`config.mk`:
```
export PLATFORM = sky130hd
export DESIGN_NAME = lsu
export DESIGN_NICKNAME = d
export VERILOG_FILES = /design/src/rtl/mem_pkg.sv /design/src/rtl/load_align.sv /design/src/rtl/lsu.sv
export SDC_FILE = /design/constraint.sdc
export NUM_CORES = 1
export LEC_CHECK = 0
export ABC_AREA = 1
export CAP_MARGIN = 20
export CORE_MARGIN = 2
export CORE_UTILIZATION = 41
export CTS_CLUSTER_SIZE = 14
export DETAILED_ROUTE_END_ITERATION = 10
export GPL_TIMING_DRIVEN = 0
export MAX_ROUTING_LAYER = met4
export PLACE_DENSITY = 0.79
export SLEW_MARGIN = 20
export SYNTH_ARGS = -nofsm -noshare
export SYNTH_HDL_FRONTEND = slang
export SYNTH_SLANG_ARGS = --single-unit
```
`constraint.sdc`:
```
create_clock -name clk -period 4.2 [get_ports clk]
set_input_delay 0.84 -clock clk [delete_from_list [all_inputs] [get_ports clk]]
set_output_delay 0.84 -clock clk [all_outputs]
set_load 0.05 [all_outputs]
```
`src/rtl/mem_pkg.sv`:
```
// Shared definitions for the load/store unit: funct3 access widths, FSM states
// and access-size helpers.
package mem_pkg;

    localparam logic [2:0] F3_B  = 3'b000;
    localparam logic [2:0] F3_H  = 3'b001;
    localparam logic [2:0] F3_W  = 3'b010;
    localparam logic [2:0] F3_D  = 3'b011;
    localparam logic [2:0] F3_BU = 3'b100;
    localparam logic [2:0] F3_HU = 3'b101;
    localparam logic [2:0] F3_WU = 3'b110;

    typedef enum logic [2:0] {
        IDLE,
        LD_FIRST,
        LD_LAST,
        ST_ACK,
        ERR
    } lsu_state_e;

    // Low two funct3 bits encode log2 of the access size in bytes.
    function automatic logic [3:0] access_bytes(input logic [1:0] size_code);
        return 4'd1 << size_code;
    endfunction

    function automatic logic crosses_word(input logic [2:0] byte_off, input logic [1:0] size_code);
        return ({1'b0, byte_off} + access_bytes(size_code)) > 4'd8;
    endfunction

endpackage

```
`src/rtl/load_align.sv`:
```
// Load data alignment: picks the addressed bytes out of one or two memory words
// (little-endian) and sign- or zero-extends them to the full data width.
module load_align
    import mem_pkg::*;
#(
    parameter int N = 64
) (
    input  logic [N-1:0] lo_word_i,
    input  logic [N-1:0] hi_word_i,
    input  logic [2:0]   byte_off_i,
    input  logic [2:0]   width_i,
    output logic [N-1:0] data_o
);

    localparam int SW = $clog2(2 * N);

    logic [2*N-1:0] pair;
    logic [SW-1:0]  shamt;
    logic [N-1:0]   raw;

    assign pair  = {hi_word_i, lo_word_i};
    assign shamt = SW'({byte_off_i, 3'b000});
    assign raw   = pair[shamt +: N];

    always_comb begin
        data_o = raw;
        case (width_i)
            F3_B:    data_o = {{(N-8){raw[7]}}, raw[7:0]};
            F3_H:    data_o = {{(N-16){raw[15]}}, raw[15:0]};
            F3_W:    data_o = {{(N-32){raw[31]}}, raw[31:0]};
            F3_BU:   data_o = {{(N-8){1'b0}}, raw[7:0]};
            F3_HU:   data_o = {{(N-16){1'b0}}, raw[15:0]};
            F3_WU:   data_o = {{(N-32){1'b0}}, raw[31:0]};
            default: data_o = raw;
        endcase
    end

endmodule

```
`src/rtl/lsu.sv`:
```
// Load/store unit between the pipeline and a word-wide synchronous data memory.
// Split loads take two reads; misaligned stores and out-of-range accesses fault.
//
// state    | meaning
// IDLE     | no access in flight
// LD_FIRST | split load: first word returning, second word being read
// LD_LAST  | load data returning, response this cycle
// ST_ACK   | store written, response this cycle
// ERR      | faulted access, error response this cycle
module lsu
    import mem_pkg::*;
#(
    parameter int N  = 64,
    parameter int AW = 12
) (
    input  logic          clk,
    input  logic          reset,
    input  logic          req_valid,
    output logic          req_ready,
    input  logic          req_write,
    input  logic [N-1:0]  req_addr,
    input  logic [2:0]    req_width,
    input  logic [N-1:0]  req_wdata,
    output logic          resp_valid,
    output logic          resp_err,
    output logic [N-1:0]  resp_rdata,
    output logic [AW-1:0] dm_wordAddr,
    output logic          dm_readEnable,
    output logic          dm_writeEnable,
    output logic [2:0]    dm_memWidth,
    output logic [2:0]    dm_byteOffset,
    output logic [N-1:0]  dm_writeData,
    input  logic [N-1:0]  dm_readData
);

    lsu_state_e    state_q, state_d;
    logic [AW-1:0] word_q;
    logic [2:0]    off_q;
    logic [2:0]    width_q;
    logic          split_q;
    logic [N-1:0]  lo_q;
    logic          resp_valid_q;
    logic          resp_err_q;

    logic [AW-1:0] req_word;
    logic          addr_fault;
    logic          split;
    logic          fault;
    logic          accept;
    logic [N-1:0]  aligned;

    assign req_word   = req_addr[AW+2:3];
    assign addr_fault = |req_addr[N-1:AW+3];
    assign split      = crosses_word(req_addr[2:0], req_width[1:0]);
    // A split load on the last word would need word 2^AW, which does not exist.
    assign fault      = addr_fault | (split & (req_write | (&req_word)));

    // Held low during reset so nothing is accepted while the unit is cleared.
    assign req_ready  = ~reset & (state_q != LD_FIRST);
    assign accept     = req_valid & req_ready;

    always_comb begin
        dm_wordAddr    = req_word;
        dm_memWidth    = req_width;
        dm_byteOffset  = req_addr[2:0];
        dm_writeData   = req_wdata;
        dm_readEnable  = accept & ~req_write & ~fault;
        dm_writeEnable = accept & req_write & ~fault;
        if (state_q == LD_FIRST) begin
            dm_wordAddr   = word_q + AW'(1);
            dm_memWidth   = width_q;
            dm_byteOffset = off_q;
            dm_readEnable = 1'b1;
        end
    end

    always_comb begin
        state_d = IDLE;
        if (state_q == LD_FIRST) begin
            state_d = LD_LAST;
        end else if (accept) begin
            if (fault)          state_d = ERR;
            else if (req_write) state_d = ST_ACK;
            else if (split)     state_d = LD_FIRST;
            else                state_d = LD_LAST;
        end
    end

    always_ff @(posedge clk or posedge reset) begin
        if (reset) begin
            state_q      <= IDLE;
            word_q       <= '0;
            off_q        <= '0;
            width_q      <= '0;
            split_q      <= 1'b0;
            lo_q         <= '0;
            resp_valid_q <= 1'b0;
            resp_err_q   <= 1'b0;
        end else begin
            state_q      <= state_d;
            resp_valid_q <= (state_d == LD_LAST) || (state_d == ST_ACK) || (state_d == ERR);
            resp_err_q   <= (state_d == ERR);
            if (accept) begin
                word_q  <= req_word;
                off_q   <= req_addr[2:0];
                width_q <= req_width;
                split_q <= split;
            end
            if (state_q == LD_FIRST) begin
                lo_q <= dm_readData;
            end
        end
    end

    load_align #(.N(N)) u_align (
        .lo_word_i  (split_q ? lo_q : dm_readData),
        .hi_word_i  (dm_readData),
        .byte_off_i (off_q),
        .width_i    (width_q),
        .data_o     (aligned)
    );

    assign resp_valid = resp_valid_q;
    assign resp_err   = resp_err_q;
    assign resp_rdata = (state_q == LD_LAST) ? aligned : '0;

endmodule
```
==> flow_metrics.env <==
export IMPL_grt_pass1_vias=11560
export IMPL_mostFrequentLayoutCells="nand2_1, nand3_1, clkdlybuf4s50_1, o21ai_0, dfrtp_1"
export IMPL_ir_worst_vdd_uv=198.9
export IMPL_track_usage=0.4612
export IMPL_final_period_utilization=1.004
export IMPL_p_clk_frac=0.241
export IMPL_r2r_end="resp_valid"
export IMPL_endpoint_kind="output port"
export IMPL_die_w_um=151.4
export IMPL_crit_end="resp_rdata[62]"
export IMPL_p_leak_nw=6.359
export IMPL_reg2reg_from="state_q[0]"
export IMPL_drtIter0Drc=1737
export IMPL_ys_warn_count=0
export IMPL_initial_core_util=0.4209
export IMPL_ys_types=34
export IMPL_routabilityCongestion=1.098
export IMPL_cp_depth=9
export IMPL_dp_cells=2074
export IMPL_die_area_mm2=0.02291
export IMPL_antenna_found_initial=0
export IMPL_status="complete, but fails checks"
export IMPL_worst_pin_slew_ps=1192
export IMPL_syn_area_mm2=0.008905
export IMPL_cts_buffers=9
export IMPL_maxSlewViolCount=0
export IMPL_synth_edf_count=0
export IMPL_power_frac_seq=0.223
export IMPL_cts_clk_slew_worst_paths_ps=70
export IMPL_wl_per_cell_um=25.01
export IMPL_num_antenna_cells=0
export IMPL_power_net_switching_w=0.001944
export IMPL_reg2reg_depth=6
export IMPL_sw_frac_of_total=0.4831
export IMPL_path_cells="clkdlybuf4s50_1, inv_1, nand2_1, o21ai_0, or2_2, a21oi_1, o21ai_0, nor2_1, dlygate4sd2_1"
export IMPL_grt_overflow_total=0
export IMPL_critPathLaunch="dm_readData[22]"
export IMPL_rsz0062_at_grt="yes"
export IMPL_core_area_mm2=0.02115
export IMPL_wirelength_um=52270
export IMPL_layout_drive_gt1_share=0.1063
export IMPL_r2r_slack_ps=2080
export IMPL_ys_seq_area_frac=0.2473
export IMPL_path_max_fanout=4
export IMPL_hold_worst_slack_ps=477.2
export IMPL_cts_buffer_depth=2
export IMPL_powerDensity_mw_per_mm2=320.7
export IMPL_ys_ff_latch=88
export IMPL_rows=53
export IMPL_power_frac_comb=0.536
export IMPL_syn_to_final_growth_pct=40.90
export IMPL_hp_class="register to register"
export IMPL_fillers=2123
export IMPL_syn_avg_cell_area_um2=5.893
export IMPL_io_buffers=285
export IMPL_crit_type="input pin to output port"
export IMPL_crit_buf_inv=3
export IMPL_fmax_mhz=237.2
export IMPL_synth_async_reset_ratio=1.000
export IMPL_p_int_w=0.002080
export IMPL_fin_crit_ps=4216
export IMPL_ios=350
export IMPL_layout_commonest_cell="nand2_1"
export IMPL_maxCapViolations=0
export IMPL_crit_path_start_kind="input pin"
export IMPL_cts_max_level=3
export IMPL_grt_pass1_wl_um=72990
export IMPL_slowest_delay_ps=550
export IMPL_grt_max_degree=32
export IMPL_required_ps=3360
export IMPL_cts_root_buf="clkbuf_16"
export IMPL_worst_path_most_repeated_cell="o21ai_0"
export IMPL_clock_latency_ps=380
export IMPL_violations="negative setup slack"
export IMPL_cts_sinks=88
export IMPL_setup_viol=1
export IMPL_skew_ps=14.12
export IMPL_max_slew_margin_rel=0.1970
export IMPL_cts_tree="built"
export IMPL_setup_ws_ps=-16.36
export IMPL_drc=0
export IMPL_die_y_um=151.4
export IMPL_syn_inst=1511
export IMPL_vias=12640
export IMPL_first_pass_iters=9
export IMPL_synthFlopType="dfrtp_1"
export IMPL_critPathSlowestCell="dlygate4sd2_1"
export IMPL_via_per_inst=6.046
export IMPL_dp_worst_setup_slack_ps=-434.3
export IMPL_cts_setup_buffers=0
export IMPL_hold_viol_final=0
export IMPL_synth_nets=1715
export IMPL_critPathTopFamily="buffers and inverters"
export IMPL_dp_hpwl_um=38700
export IMPL_nNetsFinal=2014
export IMPL_ant_nets=0
export IMPL_cp_data_arrival_time_ps=3380
export IMPL_final_cells=2090
-- metrics by stage --
stage	TNS [ps]	total power [W]	area, um^2	util
after floorplan	-46.96	0.002127	8917	-
after global placement	-14580	0.002922	12110	0.5727
after detailed placement	-1874	0.002934	12180	0.5757
after CTS	-150.0	0.003876	12480	0.5901
after global routing	-15.76	0.004103	12550	0.5931
final	-16.36	0.004024	12550	0.5931
-- per-layer routing --
metal / global-route usage / wire, um / vias up
met5: - / 0 / -
met4: 0.3318 / 4826 / 0
met3: 0.1383 / 7516 / 289
met2: 0.6559 / 21480 / 1140
met1: 0.5525 / 18450 / 5666
li1: - / - / 5541
-- power groups by stage --
stage	clock [W]	sequential, W	combinational (W)
after CTS	0.000951	0.000897	0.00203
after global routing	0.000979	0.000901	0.00222
final	0.000969	0.000898	0.00216
after global placement	0	0.000913	0.00201
after floorplan	0	0.000909	0.00122
after detailed placement	0	0.000913	0.00202
-- flip-flops by register name, indices dropped and copies added (netlist names) --
register and cells:
state_q 3, width_q 3, off_q 3, resp_err 1, word_q 12, split_q 1, lo_q 64, resp_valid 1
-- synth_stat cells (2+ instances only) --
library cell / instances / area share
nand3b_1: 2 / 0.0017
nand2_1: 463 / 0.20
a21oi_1: 56 / 0.031
o22ai_1: 5 / 0.0035
o21ai_0: 192 / 0.11
buf_4: 70 / 0.059
nand3_1: 273 / 0.15
inv_1: 85 / 0.036
nor2_2: 10 / 0.0070
ha_1: 4 / 0.0056
inv_2: 5 / 0.0021
buf_2: 47 / 0.026
xor2_1: 5 / 0.0049
nor2_1: 81 / 0.034
dfrtp_1: 88 / 0.25
or2_2: 9 / 0.0063
nand2_2: 3 / 0.0021
and2_1: 2 / 0.0014
buf_1: 6 / 0.0025
clkbuf_1: 47 / 0.020
xnor2_1: 2 / 0.0020
o211ai_1: 29 / 0.024
nand3_2: 3 / 0.0034
buf_6: 4 / 0.0051
nand4_1: 9 / 0.0063
nor3_1: 3 / 0.0017
-- area by class of cell --
cell class	count	area [um^2]	share of cell area
sequential	88	2202	0.1755
clock inverter	6	97.59	0.007778
tap	275	344.1	0.02742
buffer	174	1018	0.08117
inverter	90	344.1	0.02742
timing repair buffer	288	2919	0.2326
multi-input combinational	1159	5383	0.4290
clock buffer	10	239.0	0.01905
-- cell families (layout without fill, tap and decap cells) --
group	Yosys count	count (layout)	synth area share
buffers and inverters	264	568	0.1508
DFF	88	88	0.2473
xor gates and xnor gates	7	7	0.006885
AOI/OAI and AO/OA	286	286	0.1707
and+or+nand+nor	861	861	0.4165
adders and majority gates	5	5	0.007869
-- tightest hold or removal path: stages (launching register included) --
cell and delay, ps:
dfrtp_1 350, nand2_1 50, nand2_1 50
-- repair_timing --
item | CTS | global route
endpoints found under the hold margin | 0 | 0
pin swaps | 0 | 0
endpoints found under the setup margin | 45 | 31
resized for setup | 44 | 50
hold buffers | 0 | 0
-- worst min-delay path by stage --
stage | to | slack (ps) | startpoint | cells after the start
after floorplan | lo_q[41] | 440 | lo_q[41] | 2
after global placement | lo_q[25] | 450 | lo_q[25] | 2
after detailed placement | lo_q[25] | 460 | lo_q[25] | 2
after CTS | lo_q[26] | 480 | lo_q[26] | 2
after global routing | lo_q[26] | 490 | lo_q[26] | 2
final | lo_q[26] | 480 | lo_q[26] | 2
(Power assumes the default switching activity.)
